**config.mk**
```make
export PLATFORM = sky130hd
export DESIGN_NAME = bus_arbiter
export DESIGN_NICKNAME = d
export VERILOG_FILES = /design/src/rtl/bus_arbiter.sv
export SDC_FILE = /design/constraint.sdc
export NUM_CORES = 1
export LEC_CHECK = 0
export ABC_AREA = 1
export CAP_MARGIN = 5
export CORE_MARGIN = 2
export CORE_UTILIZATION = 35
export CTS_CLUSTER_SIZE = 25
export DETAILED_ROUTE_END_ITERATION = 6
export PLACE_DENSITY = 0.83
export SYNTH_ARGS = -nofsm -noshare
export SYNTH_HDL_FRONTEND = slang
export SYNTH_SLANG_ARGS = --single-unit
```
**constraint.sdc**
```tcl
create_clock -name clk_i -period 1.7 [get_ports clk_i]
set_input_delay 0.17 -clock clk_i [delete_from_list [all_inputs] [get_ports clk_i]]
set_output_delay 0.17 -clock clk_i [all_outputs]
set_load 0.05 [all_outputs]
```
**src/rtl/bus_arbiter.sv**
```systemverilog
// Two-master (fetch / load-store) arbiter onto a single shared system bus.
// One transaction at a time, bounded MEM-over-IF priority, fetch-response
// discard on jump flush, and timeout abort of hung transfers.
//
// Handshake: a master raises req with its attributes and holds them until it
// sees ack (done, rdata valid that cycle) or err (aborted). The bus side is a
// classic cyc/ack cycle: cyc stays high from grant until the slave's one-cycle
// ack or until the timeout abort, whichever comes first; ack wins a tie.
module bus_arbiter #(
  parameter int ADDR_W         = 32,
  parameter int DATA_W         = 32,
  parameter int TIMEOUT_CYCLES = 16,
  parameter int MEM_STREAK_MAX = 4
) (
  input  logic                clk_i,
  input  logic                rst_i,
  input  logic                flush_i,
  input  logic                if_req_i,
  input  logic [ADDR_W-1:0]   if_addr_i,
  output logic [DATA_W-1:0]   if_rdata_o,
  output logic                if_ack_o,
  output logic                if_err_o,
  output logic                stallreq_from_if_o,
  input  logic                mem_req_i,
  input  logic                mem_we_i,
  input  logic [DATA_W/8-1:0] mem_sel_i,
  input  logic [ADDR_W-1:0]   mem_addr_i,
  input  logic [DATA_W-1:0]   mem_wdata_i,
  output logic [DATA_W-1:0]   mem_rdata_o,
  output logic                mem_ack_o,
  output logic                mem_err_o,
  output logic                stallreq_from_mem_o,
  output logic                bus_cyc_o,
  output logic                bus_we_o,
  output logic [DATA_W/8-1:0] bus_sel_o,
  output logic [ADDR_W-1:0]   bus_addr_o,
  output logic [DATA_W-1:0]   bus_wdata_o,
  input  logic [DATA_W-1:0]   bus_rdata_i,
  input  logic                bus_ack_i,
  output logic [1:0]          dbg_state
);

  localparam int TW  = (TIMEOUT_CYCLES > 2) ? $clog2(TIMEOUT_CYCLES) : 1;
  localparam int SKW = $clog2(MEM_STREAK_MAX + 1);
  localparam logic [TW-1:0]  T_LAST = TW'(TIMEOUT_CYCLES - 1);
  localparam logic [SKW-1:0] S_MAX  = SKW'(MEM_STREAK_MAX);

  typedef enum logic [1:0] {
    IDLE     = 2'd0,
    IF_XFER  = 2'd1,
    MEM_XFER = 2'd2
  } state_t;

  state_t         state;
  state_t         state_nxt;
  logic [TW-1:0]  tcnt;
  logic [SKW-1:0] streak;
  logic           discard;
  logic           grant_if;
  logic           grant_mem;
  logic           if_ok;
  logic           mem_ok;
  logic           timeout_hit;

  // A master whose err pulse is showing this cycle still holds req (it only
  // reacts after the edge), so it is masked to avoid re-granting the aborted op.
  assign if_ok       = if_req_i & ~if_err_o;
  assign mem_ok      = mem_req_i & ~mem_err_o;
  assign timeout_hit = (state != IDLE) & ~bus_ack_i & (tcnt == T_LAST);

  // State register.
  always_ff @(posedge clk_i) begin
    if (rst_i) state <= IDLE;
    else       state <= state_nxt;
  end

  // Next state and grant decision; MEM wins contention until its streak is spent.
  always_comb begin
    state_nxt = state;
    grant_if  = 1'b0;
    grant_mem = 1'b0;
    case (state)
      IDLE: begin
        if (if_ok && mem_ok) begin
          if (streak == S_MAX) grant_if  = 1'b1;
          else                 grant_mem = 1'b1;
        end else if (if_ok) begin
          grant_if = 1'b1;
        end else if (mem_ok) begin
          grant_mem = 1'b1;
        end
        if (grant_if)  state_nxt = IF_XFER;
        if (grant_mem) state_nxt = MEM_XFER;
      end
      IF_XFER, MEM_XFER: begin
        if (bus_ack_i || timeout_hit) state_nxt = IDLE;
      end
      default: state_nxt = IDLE;
    endcase
  end

  // Master-facing outputs: acks are combinational so data passes straight through.
  always_comb begin
    if_ack_o            = bus_ack_i & (state == IF_XFER) & ~discard;
    mem_ack_o           = bus_ack_i & (state == MEM_XFER) & ~discard;
    if_rdata_o          = bus_rdata_i;
    mem_rdata_o         = bus_rdata_i;
    stallreq_from_if_o  = if_req_i & ~if_ack_o;
    stallreq_from_mem_o = mem_req_i & ~mem_ack_o;
    dbg_state           = state;
  end

  // Bus attribute registers, timeout/streak counters, discard flag, err pulses.
  always_ff @(posedge clk_i) begin
    if (rst_i) begin
      bus_cyc_o   <= 1'b0;
      bus_we_o    <= 1'b0;
      bus_sel_o   <= '0;
      bus_addr_o  <= '0;
      bus_wdata_o <= '0;
      tcnt        <= '0;
      streak      <= '0;
      discard     <= 1'b0;
      if_err_o    <= 1'b0;
      mem_err_o   <= 1'b0;
    end else begin
      if_err_o  <= 1'b0;
      mem_err_o <= 1'b0;
      if (grant_if) begin
        bus_cyc_o   <= 1'b1;
        bus_we_o    <= 1'b0;
        bus_sel_o   <= '1;
        bus_addr_o  <= if_addr_i;
        bus_wdata_o <= '0;
        tcnt        <= '0;
        streak      <= '0;
      end else if (grant_mem) begin
        bus_cyc_o   <= 1'b1;
        bus_we_o    <= mem_we_i;
        bus_sel_o   <= mem_sel_i;
        bus_addr_o  <= mem_addr_i;
        bus_wdata_o <= mem_wdata_i;
        tcnt        <= '0;
        if (!if_req_i)            streak <= '0;
        else if (streak != S_MAX) streak <= streak + 1'b1;
      end else if (state != IDLE) begin
        if (bus_ack_i) begin
          bus_cyc_o <= 1'b0;
          discard   <= 1'b0;
        end else if (timeout_hit) begin
          bus_cyc_o <= 1'b0;
          discard   <= 1'b0;
          // A flush landing on the abort edge also kills the fetch error.
          if_err_o  <= (state == IF_XFER) & ~discard & ~flush_i;
          mem_err_o <= (state == MEM_XFER);
        end else begin
          tcnt <= tcnt + 1'b1;
          if (state == IF_XFER && flush_i) discard <= 1'b1;
        end
      end
    end
  end

endmodule

```
After elaboration in Yosys (flattened, before gate mapping)
Index checks and enable logic that the tools add are counted.
{"block": "word_totals", "reg_bits": 82, "inputBits": 139, "out_inout_bits": 142}
{"block": "classes", "add_sub_neg": 2, "eq_ne": 8, "mux": 29, "bitwise": 23, "n_reduce_logical": 18}
{"operator": "32-bit two-way mux", "count": 2}
{"operator": "1-bit two-way mux", "count": 19}
{"operator": "1-bit bitwise AND", "count": 12}
{"operator": "1-bit inverter", "count": 11}
{"operator": "4-bit two-way mux", "count": 2}
{"operator": "2-bit two-way mux", "count": 3}
{"operator": "3-bit two-way mux", "count": 2}
{"operator": "3-bit != test, second input constant", "count": 2}
{"operator": "2-bit AND reduction", "count": 3}
{"operator": "3-bit nonzero test", "count": 2}
{"operator": "6-bit OR reduction", "count": 1}
{"operator": "4-bit by 1-bit adder with 4-bit output, second input constant", "count": 1}
{"operator": "4-bit == test, second input constant", "count": 1}
{"operator": "2-bit one-hot mux with 2 select lines", "count": 1}
{"operator": "4-bit AND reduction", "count": 1}
{"operator": "2-bit nonzero test", "count": 2}
{"operator": "4-bit nonzero test", "count": 1}
{"operator": "2-bit OR reduction", "count": 2}
{"operator": "3-bit by 1-bit adder with 3-bit output, second input constant", "count": 1}
{"operator": "3-bit == test, second input constant", "count": 1}
{"operator": "3-bit AND reduction", "count": 1}
{"operator": "3-bit OR reduction", "count": 1}
{"operator": "2-bit by 1-bit == test with 1-bit output, second input constant", "count": 1}
{"operator": "2-bit == test, second input constant", "count": 1}
{"operator": "5 further kinds", "count": 6}

Logic depth before layout (Yosys ltp)
{"block": "logic_depth", "word_depth": 9, "ltp_mapped": 10, "ltp_nobuf": 9}

Least setup slack after synthesis
Ideal clock, no wire load.
{"block": "synth_timing", "path_type": "flip-flop to output port", "start": "register state[1], in the netlist dbg_state[1]", "end": "output port stallreq_from_mem_o", "arrival_ns": 2.580, "required_time_ns": 1.530, "setup_slack_ns": -1.050, "path_stages_with_launch": 5, "path_buffers": 0, "cell_sequence": "dfxtp_1 > ha_1 > inv_1 > nor3_1 > nor2_1"}
{"block": "synth_between", "elab_chain_cells": 5}
{"element": "from (decl)", "line_no": "54", "source": "state_t state;"}
{"element": "from (signal assigned)", "line_no": "74", "source": "else state <= state_nxt;"}
{"element": "2-bit == test", "line_no": "105", "source": "mem_ack_o = bus_ack_i & (state == MEM_XFER) & ~discard;"}
{"element": "1-bit bitwise AND (2 in a row)", "line_no": "105"}
{"element": "via mem_ack_o", "line_no": "30", "source": "output logic mem_ack_o,"}
{"element": "1-bit inverter", "line_no": "109", "source": "stallreq_from_mem_o = mem_req_i & ~mem_ack_o;"}
{"element": "1-bit bitwise AND", "line_no": "109"}
{"element": "to (decl)", "line_no": "32", "source": "output logic stallreq_from_mem_o,"}
The timed path passes the listed nets, and every way through them passes these cells.

Worst setup path in the final report
{"block": "layout_timing", "start": "register bus_wdata_o[9]", "end": "output port bus_wdata_o[9]"}
{"element": "from (decl)", "line_no": "37", "source": "output logic [DATA_W-1:0] bus_wdata_o,"}
{"element": "from (signal assigned)", "line_no": "142", "source": "bus_wdata_o <= mem_wdata_i;"}
No word-level cell between the ends.

==> summary.md <==
| Metric | Value |
|---|---|
| Worst rel slew slack | 64.6% |
| Final HPWL from detailed placement | between 8000 and 9000 um |
| Final Skew | ~0.015 ns |
| CTS tree | yes |
| Drt wl/cell | about 14 um |
| Via Count | 3802 |
| Yosys top cell by area | dfxtp_1 |
| Synth Cell Area | a little under 4000 sq um |
| Antenna violations before repair | 0 |
| Die Ht | 110 um |
| Gr ovfl total | 0 |
| TritonCTS Buffers | 9 |
| Setup-failing EPs final | 0 |
| PwrDens | between 1000 and 1500 nW/um^2 |
| Startpoint Class | register |
| CP cell instances | clkdlybuf4s50_1 |
| Pint | approximately 4400 uW |
| Routability congestion estimate | 0.778 |
| Die Area | around 12000 sq um |
| Largest net degree at the start of global routing | 40 |
| Worst R2R Start | dbg_state[0]$_SDFFE_PP0P_ |
| Cell area after placement | between 5000 and 6000 sq um |
| Remaining DRCs | 0 |
| Post-place setup slack | -0.00794 ns |
| Die width | between 100 and 150 um |
| Final Cell Area | a little under 6000 sq um |
| Diodes inserted | 0 |
| Comb pwr share | a little under half |
| Antenna-violating nets left | 0 |
| Syn Nets | 682 |
| Clk_lat worst skew | ~0.36 ns |
| Met1 Wirelength | between 4000 and 5000 um |
| DR iter-0 viols | slightly above 200 |
| Final Net Count | slightly above 800 |
| Syn Inst Count | ~540 |
| Post-synth top area share | 41.8% |
| DR WL met2 | around 5400 um |
| Final period util | 97.3% |
| Synth warn | 0 |
| Setup Buffers After CTS | 0 |
| Vias in the first global route | between 3000 and 4000 |
| CP max stage delay | approximately 0.80 ns |
| Synthesized area per cell | ~7.3 sq um |
| Detailed-router iteration count before antenna repair | 4 |
| Hold_buf cts | 0 |
| CP required | 1.53 ns |
| Total power | 7620 uW |
| Max Buffers Root-to-Sink | 2 |
| Crit path arrival time | 1.48 ns |
| I/O Buffers | about 180 |
| Crit Path Category | register to output port |
| CTS root buf | clkbuf_8 |
| Final Hold Viols | 0 |
| Synth top area cells | dfxtp_1 42%, buf_4 13%, nand2_1 9.9% |
| P_sw | 3240 uW |
| FF+latch count, synth | 82 |
| Routed wl met3 | approximately 1200 um |
| Tot GR Track Use | between 10% and 20% |
| Slowest CP cell | clkdlybuf4s50_1 |
| Max Cap Viol | 0 |
| Top cell family by delay on the critical path | buffers and inverters |
| Clock-pin slew on the worst setup and hold paths | about 0.08 ns |
| Net Sw Frac | 42.5% |
| Leak Pwr | approximately 0.0032 uW |
| Global-route wire length before repair | approximately 17000 um |
| Row cnt | 38 |
| Clock share of power | between 20% and 30% |
| Total wire length | approximately 11000 um |
| Max Used Layer | met4 |
| WHS | ~0.34 ns |
| Worst slew pin tran | 0.530 ns |
| Core area | 10900 sq um |
| DR vias/cell | about 4.7 |
| Pins over their slew limit | 0 |
| Worst hold start | bus_rdata_i[23] |
| Area Growth Syn to Fin | 51.1% |
| Core Util, Final | between 50% and 60% |
| Buf+Inv Stages, Crit Path | 1 |
| Share of power burned in registers | between 30% and 40% |
| Share of cells above drive strength 1 | a little over a tenth |
| Worst setup margin | approximately 0.046 ns |
| Num ports | 281 |
| Sink Count | 82 |
| Fmax | between 600 and 700 MHz |
| H-tree depth | 3 |
| CP startpoint | bus_wdata_o[9]$_SDFFE_PP0P_ |
| Starting density of the core | 36.0% |
| Hold Crit Class | primary input to output port |
| Peak supply drop | 605 uV |
| Tmin final | ~1.7 ns |
| Worst-path fanout max | 2 |
| Status | finished clean |
| Library cells used by synthesis | 25 |
| Worst Setup End Kind | output port |
| Seq/Total Area, Yosys | 41.8% |
[layout by cell type (no fill, tap or decap), types with 2 or more instances in the layout]
cell,n
nor3_1,25
clkbuf_8,9
dlygate4sd2_1,13
buf_4,23
dlymetal6s2s_1,47
nand2_4,2
a21oi_1,39
o21ai_0,13
inv_2,3
nor2_1,96
o21ai_1,17
inv_1,25
nand2_2,3
nor2_2,2
clkdlybuf4s50_1,108
nand3_1,19
ha_1,5
buf_12,10
bufinv_16,2
nand4_1,4
dfxtp_1,80
nand2_1,102
nor2_4,4
dfxtp_2,2
[power by group through the flow]
| stage | combinational (uW) | sequential [uW] | clock (uW) |
|---|---|---|---|
| after global placement | 3530 | 2480 | 0 |
| after CTS | 3560 | 2450 | 1650 |
| after floorplan | 1580 | 3580 | 0 |
| after detailed placement | 3580 | 2490 | 0 |
| final | 3580 | 2440 | 1600 |
| after global routing | 3830 | 2480 | 1730 |
[synth_stat cells]
library cell  instances
nand3_2               1
nand2_4               2
buf_2                12
ha_1                  6
nor2_1               99
inv_1                25
o21bai_1              1
nand2_1             103
inv_2                 4
nand4_1               4
o21ai_1              17
buf_6                 3
nand3_1              19
o21ai_2               1
xor2_1                1
a21oi_1              39
clkbuf_1              3
buf_4                69
nor2_4                3
dfxtp_1              82
nand2_2               2
a21oi_2               1
o21ai_0              13
xnor2_1               1
nor3_1               26
[cells by family (layout without fill, tap and decap cells)]
group	count (synthesis)	in the layout	share of synthesized area (%)
buffers and inverters	116	247	18.7
AOI/OAI and AO/OA	72	72	9.44
xor gates and xnor gates	2	2	0.447
DFF	82	82	41.8
adders and majority gates	6	6	1.91
and+or+nand+nor	259	259	27.7
[cell type report]
| cell class | count | area, sq um |
|---|---|---|
| tap | 140 | 175 |
| timing repair buffer | 202 | 2180 |
| clock buffer | 9 | 124 |
| fill | 978 | 4960 |
| clock inverter | 7 | 101 |
| sequential | 82 | 1640 |
| inverter | 29 | 111 |
| multi-input combinational | 339 | 1590 |
[per-stage QoR]
step           TNS (ns)  cells
3_5_place_dp   -0.00794    791
5_1_grt         -0.0165    808
2_1_floorplan         0    537
4_1_cts               0    807
3_3_place_gp          0    791
6_report              0    808
[flip-flops by register name, indices dropped and copies added, names as in the netlist]
signal,flops
mem_err_o,1
dbg_state,2
bus_wdata_o,32
discard,1
bus_sel_o,4
bus_addr_o,32
tcnt,4
bus_cyc_o,1
streak,3
bus_we_o,1
if_err_o,1
[repair_timing]
action	CTS	global route
pin swaps	0	1
setup endpoints to repair	13	76
gates resized for setup	13	51
endpoints found under the hold margin	0	0
gates cloned	0	1
[worst paths after layout]
kind | end | depth (start not counted) | slack, ns
worst min register to register | bus_wdata_o[21]$_SDFFE_PP0P_ | 2 | 0.47
worst max-delay path | bus_wdata_o[9] | 1 | 0.05
worst min-delay path | if_rdata_o[23] | 0 | 0.34
worst max register to register | bus_addr_o[8]$_SDFFE_PP0P_ | 8 | 0.11
[routing by layer]
layer  global-route usage [%]  vias to the layer above
li1                         -                     1887
met1                     20.5                     1721
met2                     28.7                      169
met3                     8.12                       25
met4                     6.42                        0
met5                        0                        -
Power figures use the tool's default switching activity.
